File: config.mk
export PLATFORM = sky130hd
export DESIGN_NAME = cpu_sequencer
export DESIGN_NICKNAME = d
export VERILOG_FILES = /design/src/rtl/cpu_pkg.sv /design/src/rtl/op_classify.sv /design/src/rtl/cpu_sequencer.sv
export SDC_FILE = /design/constraint.sdc
export NUM_CORES = 1
export LEC_CHECK = 0
export CORE_ASPECT_RATIO = 0.5
export CORE_MARGIN = 10
export CORE_UTILIZATION = 46
export CTS_BUF_LIST = sky130_fd_sc_hd__clkbuf_2
export CTS_CLUSTER_SIZE = 12
export DETAILED_ROUTE_END_ITERATION = 7
export HOLD_SLACK_MARGIN = 0.15
export MAX_ROUTING_LAYER = met4
export PLACE_DENSITY = 0.75
export SYNTH_ARGS = -nofsm -noshare
export SYNTH_HDL_FRONTEND = slang
export SYNTH_SLANG_ARGS = --single-unit
File: constraint.sdc
create_clock -name clk -period 3.8 [get_ports clk]
set_input_delay 0.76 -clock clk [delete_from_list [all_inputs] [get_ports clk]]
set_output_delay 0.76 -clock clk [all_outputs]
set_load 0.01 [all_outputs]
File: src/rtl/cpu_pkg.sv
// Shared types and constants for the multi-cycle CPU sequencer.
package cpu_pkg;

  localparam int unsigned OPC_W = 8;
  localparam logic [OPC_W-1:0] HALT_ENC = 8'b0111_0000;

  typedef enum logic [2:0] {
    ST_IDLE,
    ST_FETCH,
    ST_DECODE,
    ST_EXEC,
    ST_MEM,
    ST_WB,
    ST_HALTED
  } state_e;

  typedef enum logic [3:0] {
    OP_IMME,
    OP_BLT,
    OP_BNE,
    OP_LW,
    OP_SW,
    OP_ALW,
    OP_ASW,
    OP_HALT,
    OP_RTYPE
  } op_class_e;

  function automatic logic is_mem_op(input op_class_e c);
    return (c == OP_LW) || (c == OP_SW) || (c == OP_ALW) || (c == OP_ASW);
  endfunction

  function automatic logic is_store_op(input op_class_e c);
    return (c == OP_SW) || (c == OP_ASW);
  endfunction

endpackage

File: src/rtl/op_classify.sv
// Combinational opcode-class lookup on the top byte of the latched instruction.
module op_classify
  import cpu_pkg::*;
#(
  parameter int unsigned IW = 8
) (
  input  logic [IW-1:0] inst_i,
  output op_class_e     op_class_c_o
);

  logic [OPC_W-1:0] opc;

  assign opc = inst_i[IW-1 -: OPC_W];

  // Case order matters: ALW must win over the wider ASW pattern.
  always_comb begin
    op_class_c_o = OP_RTYPE;
    if (opc == HALT_ENC) begin
      op_class_c_o = OP_HALT;
    end else begin
      casez (opc)
        8'b10??????: op_class_c_o = OP_IMME;
        8'b110?????: op_class_c_o = OP_BLT;
        8'b111?????: op_class_c_o = OP_BNE;
        8'b01101???: op_class_c_o = OP_LW;
        8'b01100???: op_class_c_o = OP_SW;
        8'b0111110?: op_class_c_o = OP_ALW;
        8'b011111??: op_class_c_o = OP_ASW;
        default:     op_class_c_o = OP_RTYPE;
      endcase
    end
  end

endmodule

File: src/rtl/cpu_sequencer.sv
// Multi-cycle fetch/decode/exec/mem/writeback sequencer with retired-instruction counter.
module cpu_sequencer
  import cpu_pkg::*;
#(
  parameter int unsigned PCW = 10,
  parameter int unsigned IW  = 8
) (
  input  logic           clk,
  input  logic           rst_n,
  input  logic           start_i,
  input  logic [IW-1:0]  imem_data_i,
  output logic [PCW-1:0] imem_addr_o,
  output logic [IW-1:0]  inst_reg_o,
  input  logic           branch_cond_i,
  input  logic [PCW-1:0] branch_target_i,
  output logic           mem_req_o,
  output logic           mem_we_o,
  input  logic           mem_ready_i,
  output logic           reg_we_o,
  output logic           alu_en_o,
  output logic           halted_o,
  output logic [15:0]    instr_count_o
);

  localparam int unsigned CNTW = 16;
  localparam logic [CNTW-1:0] CNT_MAX = '1;

  state_e          state_q, state_d;
  logic [PCW-1:0]  pc_q, pc_d, pc_inc;
  logic [IW-1:0]   inst_q, inst_d;
  logic [CNTW-1:0] cnt_q, cnt_d, cnt_inc;
  logic            mem_req_q, mem_req_d;
  logic            mem_we_q, mem_we_d;
  logic            reg_we_q, reg_we_d;
  logic            alu_en_q, alu_en_d;
  logic            halted_q, halted_d;
  op_class_e       op_class;

  op_classify #(.IW(IW)) u_op_classify (
    .inst_i       (inst_q),
    .op_class_c_o (op_class)
  );

  assign pc_inc  = pc_q + PCW'(1);
  assign cnt_inc = (cnt_q == CNT_MAX) ? cnt_q : cnt_q + CNTW'(1);

  always_ff @(posedge clk or negedge rst_n) begin
    if (!rst_n) begin
      state_q   <= ST_IDLE;
      pc_q      <= '0;
      inst_q    <= '0;
      cnt_q     <= '0;
      mem_req_q <= 1'b0;
      mem_we_q  <= 1'b0;
      reg_we_q  <= 1'b0;
      alu_en_q  <= 1'b0;
      halted_q  <= 1'b0;
    end else begin
      state_q   <= state_d;
      pc_q      <= pc_d;
      inst_q    <= inst_d;
      cnt_q     <= cnt_d;
      mem_req_q <= mem_req_d;
      mem_we_q  <= mem_we_d;
      reg_we_q  <= reg_we_d;
      alu_en_q  <= alu_en_d;
      halted_q  <= halted_d;
    end
  end

  // Strobes are registered from the next state so they line up with the state they belong to.
  always_comb begin
    state_d = state_q;
    pc_d    = pc_q;
    inst_d  = inst_q;
    cnt_d   = cnt_q;

    case (state_q)
      ST_IDLE, ST_HALTED: begin
        if (start_i) begin
          state_d = ST_FETCH;
          pc_d    = '0;
          cnt_d   = '0;
        end
      end
      ST_FETCH: begin
        inst_d  = imem_data_i;
        state_d = ST_DECODE;
      end
      ST_DECODE: begin
        state_d = (op_class == OP_HALT) ? ST_HALTED : ST_EXEC;
      end
      ST_EXEC: begin
        if ((op_class == OP_BLT) || (op_class == OP_BNE)) begin
          pc_d    = branch_cond_i ? branch_target_i : pc_inc;
          cnt_d   = cnt_inc;
          state_d = ST_FETCH;
        end else if (is_mem_op(op_class)) begin
          state_d = ST_MEM;
        end else begin
          state_d = ST_WB;
        end
      end
      ST_MEM: begin
        if (mem_ready_i) begin
          if (is_store_op(op_class)) begin
            pc_d    = pc_inc;
            cnt_d   = cnt_inc;
            state_d = ST_FETCH;
          end else begin
            state_d = ST_WB;
          end
        end
      end
      ST_WB: begin
        pc_d    = pc_inc;
        cnt_d   = cnt_inc;
        state_d = ST_FETCH;
      end
      default: state_d = ST_IDLE;
    endcase

    mem_req_d = (state_d == ST_MEM);
    mem_we_d  = (state_d == ST_MEM) && is_store_op(op_class);
    reg_we_d  = (state_d == ST_WB);
    alu_en_d  = (state_d == ST_EXEC);
    halted_d  = (state_d == ST_HALTED);
  end

  assign imem_addr_o   = pc_q;
  assign inst_reg_o    = inst_q;
  assign instr_count_o = cnt_q;
  assign mem_req_o     = mem_req_q;
  assign mem_we_o      = mem_we_q;
  assign reg_we_o      = reg_we_q;
  assign alu_en_o      = alu_en_q;
  assign halted_o      = halted_q;

endmodule

==> results of run 1 <==
[routing by layer]
metal  vias up  global-route usage, %  wire [µm]
li1       1083                      -          -
met1      1061                   19.9       2990
met2        78                   22.9       2960
met3         2                   3.99        428
met4         0                   4.16         34
met5         -                      -          0
[cell usage in the layout (no fill, tap or decap), types with 3 or more instances in the layout]
cell	count
clkbuf_2	6
o41ai_1	5
o31ai_1	9
o21ai_0	20
a21oi_1	16
nor2_1	20
or4_1	8
nand3b_1	3
and3_1	3
nand2b_1	5
a32oi_1	5
nand3_1	9
inv_1	9
nand2_1	21
dfrtp_1	42
nor3_1	4
mux2_2	9
clkdlybuf4s50_1	60
nand4_1	6
[power by group through the flow]
stage                     Sequential (µW)  Clock, µW  Combinational [µW]
after floorplan                       757          0                 667
after global placement                771          0                1020
after detailed placement              780          0                1050
after CTS                             772        199                1050
after global routing                  800        221                1160
final                                 773        191                1050
[worst paths after layout]
kind                             startpoint                 to
setup / recovery                 state_q[1]   instr_count_o[3]
hold / removal                        rst_n           reg_we_o
setup reg to reg                 state_q[1]   instr_count_o[3]
hold reg to reg            instr_count_o[5]   instr_count_o[5]
max in group asynchronous             rst_n  instr_count_o[12]
min in group clk           instr_count_o[5]   instr_count_o[5]
[state kept, by name, indices dropped and copies added, names as in the netlist]
signal and cells:
mem_req_o 1, imem_addr_o 10, alu_en_o 1, inst_reg_o 8, mem_we_o 1, halted_o 1
reg_we_o 1, instr_count_o 16, state_q 3
[cell families (layout without fill, tap and decap cells)]
logic type                 after synthesis  count (layout)
DFF                                     42              42
xor gates and xnor gates                 1               1
muxes                                    9               9
buffers and inverters                   23              80
and+or+nand+nor                         96              96
AOI/OAI and AO/OA                       81              81
adders and majority gates                2               2
[metrics by stage]
step	hold slack, ns	area [µm²]	util [%]	setup slack [ns]
global route	0.492	3090	61.7	1.16
CTS	0.491	3090	61.7	1.33
global placement	0.509	3050	60.9	1.03
finish	0.467	3090	61.7	1.32
detailed placement	0.512	3050	60.9	0.958
floorplan	0.464	2420	-	1.89
[synthesized netlist by cell type, types with 3 or more instances]
cell type | n | area share (%)
clkbuf_1 | 6 | 0.93
nand2_1 | 21 | 3.3
a21oi_1 | 16 | 3.3
o41ai_1 | 5 | 1.8
nand3b_1 | 3 | 0.93
or4_1 | 8 | 2.5
dfrtp_1 | 42 | 43
a32oi_1 | 5 | 1.8
nor3_1 | 4 | 0.83
buf_6 | 4 | 1.9
nor2_1 | 20 | 3.1
o21ai_0 | 20 | 4.1
nand4_1 | 6 | 1.6
and3_1 | 3 | 0.78
o31ai_1 | 9 | 2.8
inv_1 | 9 | 1.4
nand3_1 | 9 | 1.9
nand2b_1 | 5 | 1.3
mux2_2 | 9 | 4.2
[critical path, cell delays in order, from the launching register on]
cell	delay [ns]
dfrtp_1	0.60
nand2b_1	0.39
o211ai_2	0.19
o311ai_4	0.26
buf_4	0.30
or4_1	0.52
a21oi_1	0.16
[final cells by class]
class / instances / area [µm²]
Clock buffer: 6 / 30.0
Tap cell: 70 / 87.6
Timing Repair Buffer: 63 / 621
Multi-Input combinational cell: 189 / 1250
Clock inverter: 2 / 8.76
Inverter: 9 / 33.8
Fill cell: 433 / 1910
Sequential cell: 42 / 1050
==> results_dict.tcl, run 1 <==
set metrics [dict create \
    outcome "complete, no violations" \
    synth-compound-area-share_pct 23.4 \
    core_mm2 0.00500 \
    numCtsBuffers 5 \
    drtPass1Iterations 4 \
    grt_overflow 0 \
    htreeDepth 2 \
    port_buffers 61 \
    fin_tns_setup_ns 0 \
    num_antenna_cells 0 \
    antenna_found_initial 0 \
    gp_congestion 0.829 \
    slew_headroom_pct 36.5 \
    powerDensity_mw_per_mm2 651 \
    crit_type "reg -> reg" \
    grt_pass1_wl_um 10700 \
    drv_cap 0 \
    row_count 18 \
    hp-class "in -> async" \
    syn_to_final_growth_pct 27.6 \
    syn_nets 279 \
    critPathMaxFanout 21 \
    wl_per_cell_um 16.8 \
    avgSynthCellArea_um2 9.52 \
    p_seq_share_pct 38.5 \
    critical_path.endpoint_type "flip-flop" \
    die-area_mm2 0.00873 \
    postCtsSetupBuffers 0 \
    synth_edf_count 0 \
    drive_above_1_share_pct 9.65 \
    yosys_register_bits 42 \
    cts.path.max_buffers 2 \
    ys.flop_type "dfrtp_1" \
    ctsHoldBuffers 0 \
    syn-cell-area_mm2 0.00242 \
    switching_share_pct 43.9 \
    start_util_pct 48.3 \
    nets 335 \
    muxShareOfSynthArea_pct 4.19 \
    p_leak_uw 0.00116 \
    r2r_cells 6 \
    drt_wl_total_um 6410 \
    clock-sinks 42 \
    final_cells 381 \
    drv_slew 0 \
    drc 0 \
    p_switching_uw 883 \
    cts_tree "built" \
    cts-root-buf "clkbuf_2" \
    yosys_warnings 0 \
    ys_async_sr_fraction_pct 100 \
    drtAntennaViolNets 0 \
    rsz0062_at_grt "false" \
    chipWidth_um 123 \
    worst_pin_slew_ns 0.952 \
    finalCritPeriodShare_pct 65.3 \
    finalSetupViolations 0 \
    dr_total_vias 2224 \
    p_comb_share_pct 52.0 \
    synth_seq_area_share_pct 43.5 \
    clk_latency_ns 0.39 \
    synth_adder_area_share_pct 1.04 \
    hold_viol_final 0 \
    reg2reg_setup_slack_ns 1.32 \
    die_h_um 71.3 \
    drtIter0Drc 228 \
    startpoint_type "flip-flop" \
    synth_xor_area_share_pct 0.362 \
    post_cts_resized 0 \
    fmax_ghz 0.403 \
    post-place-cells 373 \
    ir_worst_vdd_mv 0.474 \
    hpwl_um 4720 \
    p_int_uw 1130 \
    grt_start_max_net_pins 43 \
    grt_usage_pct 15.2 \
    total_power_uw 2010 \
    power_frac_clock_pct 9.5 \
    synth_top_family_by_area "compound AO/OA/AOI/OAI gates" \
    crit_required_ns 4.13 \
    cp.arrival_ns 2.81 \
    grt_pass1_vias 2163 \
    syn_inst 254 \
    synthSimpleGateAreaFrac_pct 22.5 \
    path_clk_slew_ns 0.21 \
    period_needed_ns 2.48 \
    clock_skew_ns 0.00739 \
    synth_cell_type_count 57 \
    avgViaCountPerCell 5.84 \
    io_pins 62 \
]
No activity file was read; power rests on OpenSTA's default activity.
==> run 2: changes to the inputs <==
Settings changed: PLACE_DENSITY 0.75 to 0.78.
Clock period 3.8 ns to 2 ns, I/O delays scaled along.
==> run 2 against run 1 <==
Against the previous run:
- sequential power grew 85%
- largest power group unchanged
- sequential cell count is the same
- critical path depth shrank 1
==> results_dict.tcl, run 2 (synthesized netlist as in run 1, its figures left out) <==
set metrics [dict create \
    busiest_layer "met2" \
    path_clk_slew_ns 0.22 \
    cts_tree "built" \
    drv_slew 0 \
    syn_to_final_growth_pct 37.6 \
    hp-class "in -> async" \
    wl_per_cell_um 16.8 \
    grt_use_met2_pct 25.2 \
    hold_viol_final 0 \
    dr_total_vias 2355 \
    fmax_ghz 0.518 \
    powerDensity_mw_per_mm2 1260 \
    drv_cap 0 \
    port_buffers 61 \
    start_util_pct 48.3 \
    drtIter0Drc 227 \
    grt_pass1_vias 2318 \
    row_count 18 \
    total_power_uw 4180 \
    finalCritPeriodShare_pct 96.4 \
    startpoint_type "flip-flop" \
    chipWidth_um 123 \
    drtPass1Iterations 4 \
    num_antenna_cells 0 \
    mostFrequentLayoutCells "clkdlybuf4s50_1 (60), dfrtp_1 (38), buf_4 (25), nand2_1 (21)" \
    clock_skew_ns 0.0184 \
    slew_headroom_pct 68.9 \
    avgViaCountPerCell 5.81 \
    crit_type "reg -> reg" \
    use_met3_pct 3.99 \
    clock-sinks 42 \
    drt_wl_total_um 6790 \
    hpwl_um 5020 \
    grt_overflow 0 \
    grt_start_max_net_pins 43 \
    gp_congestion 0.896 \
    worst_pin_slew_ns 0.455 \
    crit_required_ns 2.30 \
    period_needed_ns 1.93 \
    cts.path.max_buffers 2 \
    grt_usage_pct 15.8 \
    grt_pass1_wl_um 11200 \
    final_common_cell "clkdlybuf4s50_1" \
    finalSetupViolations 0 \
    largest_register_ffs 16 \
    die_h_um 71.3 \
    drc 0 \
    cts-root-buf "clkbuf_2" \
    die-area_mm2 0.00873 \
    whs_ns 0.475 \
    p_leak_uw 0.00131 \
    cp.arrival_ns 2.23 \
    use_met1_pct 20.1 \
    core_mm2 0.00500 \
    numCtsBuffers 5 \
    critPathMaxFanout 4 \
    clk_latency_ns 0.40 \
    nets 360 \
    outcome "complete, no violations" \
    antenna_found_initial 0 \
    rsz0062_at_grt "true" \
    io_pins 62 \
    fin_tns_setup_ns 0 \
    drive_above_1_share_pct 18.2 \
    ir_worst_vdd_mv 0.809 \
    htreeDepth 2 \
    critical_path.endpoint_type "flip-flop" \
    drtAntennaViolNets 0 \
]
## run 2: changes by cell type in the layout (fill, tap and decap cells not counted), sizes merged
| cell | before | now |
|---|---|---|
| buf | 3 | 27 |
| clkbuf | 6 | 7 |
| clkinv | 2 | 0 |
| dlygate4sd3 | 0 | 1 |
## run 2: worst max-delay path, cell delays in order, from the launching register on
cell	delay [ns]
dfrtp_1	0.46
nor4_1	0.43
nor4bb_4	0.38
a2111oi_0	0.15
a211o_1	0.28
nor2b_1	0.14
## run 2: repair_timing
| action | in CTS | in global routing |
|---|---|---|
| cloned | 0 | 0 |
| hold buffers | 1 | 0 |
| buffers inserted | 0 | 4 |
| hold endpoints to repair | 42 | 0 |
| endpoints found under the setup margin | 2 | 13 |
| pin swaps | 0 | 1 |
| resized for setup | 1 | 9 |
## run 2: area by class of cell
type                    count  area, µm²
inverters                   9       33.8
flip-flops and latches     42       1060
repair buffers             88        823
clock buffers               7       35.0
well taps                  70       87.6
multi-input cells         189       1290
fillers                   400       1670
## run 2: final timing paths
path	from	to	slack, ns	depth (start not counted)
max	inst_reg_o[1]	reg_we_o	0.07	5
min	rst_n	instr_count_o[0]	0.48	3
max reg2reg	inst_reg_o[1]	reg_we_o	0.07	5
min reg2reg	instr_count_o[6]	instr_count_o[6]	0.53	1
max in group asynchronous	rst_n	state_q[1]	1.31	3
min in group clk	instr_count_o[6]	instr_count_o[6]	0.53	1
## run 2: power breakdown
group          internal, µW  leakage [µW]  switching, µW
clock                  91.1     0.0000291            274
combinational          1190      0.000724           1180
sequential             1110      0.000553            327
total                  2390       0.00131           1790
## run 2: metrics by stage
stage	worst slack (ns)	util (%)	cell area (µm²)	instances
after floorplan	0.123	-	2420	254
after global placement	-0.0358	64.2	3210	393
after detailed placement	-0.0781	64.2	3210	393
after CTS	0.0442	65.1	3260	401
after global routing	-0.0598	66.5	3330	405
final	0.0713	66.5	3330	405
## run 2: layer usage
metal  vias to the layer above  share of wire (%)
met5                         -                  0
met4                         0               0.81
met3                         4                5.9
met2                        79                 47
met1                      1150                 46
li1                       1122                  -
